<file path="src/rtl/uart_rx_oversampled.sv">
// 8N1 UART receiver: 2-flop synchronised line, oversampled start validation, mid-bit data/stop sampling.
// Latency: rx_valid rises 1 clk after the stop-bit sample tick (OVERSAMPLE/2 + 9*OVERSAMPLE ticks after start detect).
// Backpressure: 1-entry holding register; a new byte overwrites an unaccepted one and sets sticky overrun.
module uart_rx_oversampled #(
  parameter int clk_freq   = 1000000,
  parameter int baud_rate  = 9600,
  parameter int OVERSAMPLE = 16
) (
  input  logic       clk,
  input  logic       rst,
  input  logic       rx,
  output logic [7:0] rx_data,
  output logic       rx_valid,
  input  logic       rx_ready,
  output logic       frame_err,
  output logic       overrun,
  output logic       busy
);

  localparam int DIV_RAW = clk_freq / (baud_rate * OVERSAMPLE);
  localparam int DIV     = (DIV_RAW < 1) ? 1 : DIV_RAW;
  localparam int DW      = (DIV > 1) ? $clog2(DIV) : 1;
  localparam int TW      = $clog2(OVERSAMPLE);

  localparam logic [DW-1:0] DIV_LAST  = DW'(DIV - 1);
  localparam logic [TW-1:0] HALF_LAST = TW'(OVERSAMPLE / 2 - 1);
  localparam logic [TW-1:0] BIT_LAST  = TW'(OVERSAMPLE - 1);

  typedef enum logic [2:0] {
    S_IDLE,
    S_START,
    S_DATA,
    S_STOP,
    S_BREAK
  } state_t;

  logic          rx_meta;
  logic          rx_s;
  logic [DW-1:0] div_cnt;
  logic          tick;
  state_t        state;
  logic [TW-1:0] tcnt;
  logic [2:0]    bit_idx;
  logic [7:0]    shreg;
  logic          done;

  // Two-flop synchroniser; resets to the idle-high line level.
  always_ff @(posedge clk or negedge rst) begin
    if (!rst) begin
      rx_meta <= 1'b1;
      rx_s    <= 1'b1;
    end else begin
      rx_meta <= rx;
      rx_s    <= rx_meta;
    end
  end

  // Free-running oversample tick divider; only reset clears it, never the FSM.
  always_ff @(posedge clk or negedge rst) begin
    if (!rst) begin
      div_cnt <= '0;
    end else if (tick) begin
      div_cnt <= '0;
    end else begin
      div_cnt <= div_cnt + DW'(1);
    end
  end

  assign tick = (div_cnt == DIV_LAST);

  // Stop bit is being sampled this cycle; the byte is complete.
  assign done = tick && (state == S_STOP) && (tcnt == BIT_LAST);

  assign busy = (state != S_IDLE);

  // Frame FSM: start validation at half bit, then one sample per bit centre.
  always_ff @(posedge clk or negedge rst) begin
    if (!rst) begin
      state   <= S_IDLE;
      tcnt    <= '0;
      bit_idx <= '0;
      shreg   <= '0;
    end else if (tick) begin
      case (state)
        S_IDLE: begin
          if (!rx_s) begin
            state <= S_START;
            tcnt  <= '0;
          end
        end
        S_START: begin
          if (tcnt == HALF_LAST) begin
            tcnt <= '0;
            if (!rx_s) begin
              state   <= S_DATA;
              bit_idx <= '0;
            end else begin
              // Low pulse shorter than half a bit: treat as a glitch.
              state <= S_IDLE;
            end
          end else begin
            tcnt <= tcnt + TW'(1);
          end
        end
        S_DATA: begin
          if (tcnt == BIT_LAST) begin
            tcnt    <= '0;
            shreg   <= {rx_s, shreg[7:1]};
            bit_idx <= bit_idx + 3'd1;
            if (bit_idx == 3'd7) begin
              state <= S_STOP;
            end
          end else begin
            tcnt <= tcnt + TW'(1);
          end
        end
        S_STOP: begin
          if (tcnt == BIT_LAST) begin
            tcnt  <= '0;
            // A low stop bit means the line may be in break; wait for it to return high.
            state <= rx_s ? S_IDLE : S_BREAK;
          end else begin
            tcnt <= tcnt + TW'(1);
          end
        end
        S_BREAK: begin
          if (rx_s) begin
            state <= S_IDLE;
          end
        end
        default: begin
          state <= S_IDLE;
        end
      endcase
    end
  end

  // Holding register with valid/ready handshake and sticky overrun.
  always_ff @(posedge clk or negedge rst) begin
    if (!rst) begin
      rx_data   <= '0;
      rx_valid  <= 1'b0;
      frame_err <= 1'b0;
      overrun   <= 1'b0;
    end else if (done) begin
      rx_data   <= shreg;
      frame_err <= ~rx_s;
      rx_valid  <= 1'b1;
      // Old byte lost only if it was not accepted in this same cycle.
      if (rx_valid && !rx_ready) begin
        overrun <= 1'b1;
      end
    end else if (rx_valid && rx_ready) begin
      rx_valid <= 1'b0;
      overrun  <= 1'b0;
    end
  end

endmodule

</file>
<file path="config.mk">
export PLATFORM = sky130hd
export DESIGN_NAME = uart_rx_oversampled
export DESIGN_NICKNAME = d
export VERILOG_FILES = /design/src/rtl/uart_rx_oversampled.sv
export SDC_FILE = /design/constraint.sdc
export NUM_CORES = 1
export LEC_CHECK = 0
export CORE_MARGIN = 5
export CORE_UTILIZATION = 52
export CTS_BUF_LIST = sky130_fd_sc_hd__clkbuf_4
export DETAILED_ROUTE_END_ITERATION = 16
export GPL_TIMING_DRIVEN = 0
export PLACE_DENSITY = 0.76
export SETUP_SLACK_MARGIN = 0.02
export SYNTH_ARGS = -nofsm -noshare
export SYNTH_HDL_FRONTEND = slang
export SYNTH_SLANG_ARGS = --single-unit
</file>
<file path="constraint.sdc">
create_clock -name clk -period 1.6 [get_ports clk]
set_input_delay 0.32 -clock clk [delete_from_list [all_inputs] [get_ports clk]]
set_output_delay 0.32 -clock clk [all_outputs]
set_load 0.05 [all_outputs]
</file>
==> results of run 1 <==
-- final timing paths --
path                            slack (ns)       end     start  cells past startpoint
worst min-delay path                 0.009   tcnt[3]       rst                      1
worst min register to register        0.35      rx_s   rx_meta                      0
min in group clk                      0.35      rx_s   rx_meta                      0
worst max register to register       -0.06  state[0]  state[1]                      5
max in group asynchronous             1.12   overrun       rst                      1
worst max-delay path                 -0.14      busy  state[1]                      3
-- worst register-to-register path: stages (launching register included) --
cell and delay [ns]:
dfrtp_1 0.42, buf_4 0.16, xnor2_2 0.13, a311o_1 0.41, nand2_2 0.12, mux2_2 0.33
-- cell usage after synthesis, types with 2 or more instances --
master and count:
a21oi_1 6, buf_2 2, buf_4 2, dfrtp_1 32, dfstp_2 2, ha_1 3, inv_1 6, mux2_2 18
mux2i_1 3, nand2_1 9, nand3_1 2, nor2_1 4, nor3_1 3, nor3_2 2, o21ai_0 6, o31ai_1 2
-- kinds of logic after synthesis --
| logic type | Yosys count |
|---|---|
| buf+inv | 11 |
| compound gates | 21 |
| simple gates | 31 |
| xor+xnor | 1 |
| flops | 34 |
| fa+ha+maj | 3 |
| mux | 21 |
-- report_power, final --
part | leakage [nW] | internal (mW) | switching, mW
sequential | 0.442 | 0.962 | 0.106
combinational | 0.497 | 0.405 | 0.429
clock | 0.0374 | 0.328 | 0.323
total | 0.977 | 1.69 | 0.858
-- sequential cells by signal, indices dropped and copies added, names as in the netlist --
| signal | flops |
|---|---|
| state | 3 |
| frame_err | 1 |
| rx_data | 8 |
| rx_valid | 1 |
| rx_meta | 1 |
| rx_s | 1 |
| tcnt | 4 |
| shreg | 8 |
| bit_idx | 3 |
| overrun | 1 |
| div_cnt | 3 |
-- layer usage --
| layer | vias to the layer above | share of wire (%) | GRT usage [%] |
|---|---|---|---|
| met1 | 554 | 41 | 20.7 |
| li1 | 515 | - | - |
| met4 | 0 | 3.8 | 8.40 |
| met3 | 17 | 3.5 | 4.38 |
| met5 | - | 0 | 0 |
| met2 | 24 | 51 | 31.3 |
-- metrics by stage --
stage,hold slack [ns],cells
2_1_floorplan,0.0244,122
3_3_place_gp,0.347,168
3_5_place_dp,0.350,168
4_1_cts,0.0355,189
5_1_grt,0.0585,195
6_report,0.00903,195
-- repair_timing --
action	in CTS	in global routing
gates resized for setup	42	44
gates cloned	1	0
endpoints found under the setup margin	32	37
setup buffers	12	6
pin swaps	5	8
-- area by class of cell --
class	count	area share, %
flip-flops and latches	34	40.5
multi-input cells	77	37.0
repair buffers	34	13.0
plain buffers	5	2.67
clock inverters	3	2.14
well taps	31	1.84
clock buffers	5	1.78
inverters	6	1.07
==> results.py, run 1 <==
metrics = {
    "route": {
        "final_antenna_net_count": 0,
        "vias_per_cell": 5.69,
        "drt-initial-drc-count": 38,
        "routed_wl_mm": 3.51,
        "vias": 1110,
        "first_pass_iters": 4,
        "drc_errors": 0,
        "wire_per_inst_um": 18.0,
    },
    "die": {
        "die_h_um": 64.2,
        "num_rows": 19,
        "core_area_sq_mm": 0.00278,
        "die-area_sq_mm": 0.00412,
        "start_util_pct": 54.9,
        "die_x_um": 64.2,
        "ioPinCount": 16,
    },
    "clock_tree": {
        "cts_buffers": 5,
        "cts-root-buf": "clkbuf_4",
        "cts_buffer_depth": 2,
        "clk_latency_ns": 0.35,
        "cts.clk_slew.worst_paths_ns": 0.12,
        "cts_hold_buf": 0,
        "htreeDepth": 2,
        "clock_sinks": 34,
        "cts_tree": "yes",
    },
    "timing": {
        "fin_crit_ns": 1.74,
        "setup_violations": 7,
        "timing.fmax_mhz": 576,
        "setup_tns_ns": -0.262,
        "skew_ns": 0.0113,
        "rsz0062_at_grt": "yes",
        "hold_viol": 0,
        "fin_ws_ns": -0.135,
        "max_slew_margin_pct": 51.9,
        "fin_crit_sh_pct": 108,
        "slew_violations": 0,
        "worstMarginPinSlew_ns": 0.722,
    },
    "grt": {
        "grt_pass1_wl_mm": 5.69,
        "grt_max_degree": 35,
        "grt_pass1_vias": 1179,
        "grt_usage_pct": 18.0,
        "grt_overflow": 0,
        "antenna_found_initial": 0,
    },
    "worst_hold_path": {
        "hold_class": "input port to asynchronous set/reset pin",
    },
    "synth": {
        "synth.top_cell.area_share_pct": 52.4,
        "synth_top_cell_by_area": "dfrtp_1",
        "synth.distinct_cells": 36,
        "synth_top_family_by_area": "multiplexers",
        "synth-main-ff-cell": "dfrtp_1",
        "muxShareOfSynthArea_pct": 15.2,
        "synth_edf_count": 0,
        "syn_nets": 129,
        "syn_inst": 122,
        "seq_area_frac_synth_pct": 55.9,
        "yosys.area_share.simple_pct": 13.2,
        "async_flop_share_pct": 100,
        "synth_seq_cells": 34,
        "synth_area_sq_mm": 0.00153,
        "yosys-top-cells-area": "dfrtp_1, mux2_2, dfstp_2",
        "synth_warnings": 0,
        "synth_compound_area_share_pct": 8.85,
        "synth_adder_area_share_pct": 2.46,
        "synth-xor-area-share_pct": 0.573,
        "avgSynthCellArea_sq_um": 12.5,
    },
    "pwr": {
        "leakage_nw": 0.977,
        "p_total_mw": 2.55,
        "peakVddDrop_mv": 1.10,
        "p_per_area_mw_per_mm2": 1210,
    },
    "placed_design": {
        "post-dp-hpwl_mm": 1.88,
        "dp_slack_ns": -0.304,
        "io_buffers": 15,
        "place_area_sq_mm": 0.00173,
        "gp_congestion": 0.748,
    },
    "layout": {
        "areaGrowthSynthToFinish_pct": 38.0,
        "final_cell_mix": "dfrtp_1, mux2_4, buf_6, buf_4, clkbuf_2",
        "multi_input_area_sq_um": 781,
        "fin_util_pct": 75.8,
        "fillers": 172,
        "final_common_cell": "dfrtp_1",
        "stdcell_area_sq_mm": 0.00211,
        "nets": 170,
        "n_antenna_cell": 0,
        "drive_gt1_share_pct": 48.2,
        "seqCellArea_sq_um": 853,
    },
    "critical_path": {
        "crit_path_start_kind": "flip-flop",
        "critPathMaxStageDelay_ns": 0.42,
        "path_buf_inv": 2,
        "slowest_stage": "dfrtp_1",
        "cp.arrival_ns": 1.42,
        "path_max_fanout": 10,
        "worstSetupPathType": "flip-flop to primary output",
        "crit_required_ns": 1.28,
        "path_delay_family": "flip-flops",
        "cp-end-kind": "primary output",
        "cp_cell_sequence": "buf_6 > or3_4 > buf_8",
    },
    "outcome": {
        "run_status": "finished, violations left",
        "violations": "setup timing",
    },
    "flow_run": {
        "maxCapViolations": 0,
    },
}
Note: power is estimated with default switching activity, not from simulation.
==> inputs of run 2 (changes only) <==
CTS_CLUSTER_SIZE = 24   (was default)
==> results of run 2 <==
No change in the layout: final DEF, timing and power equal those of run 1.
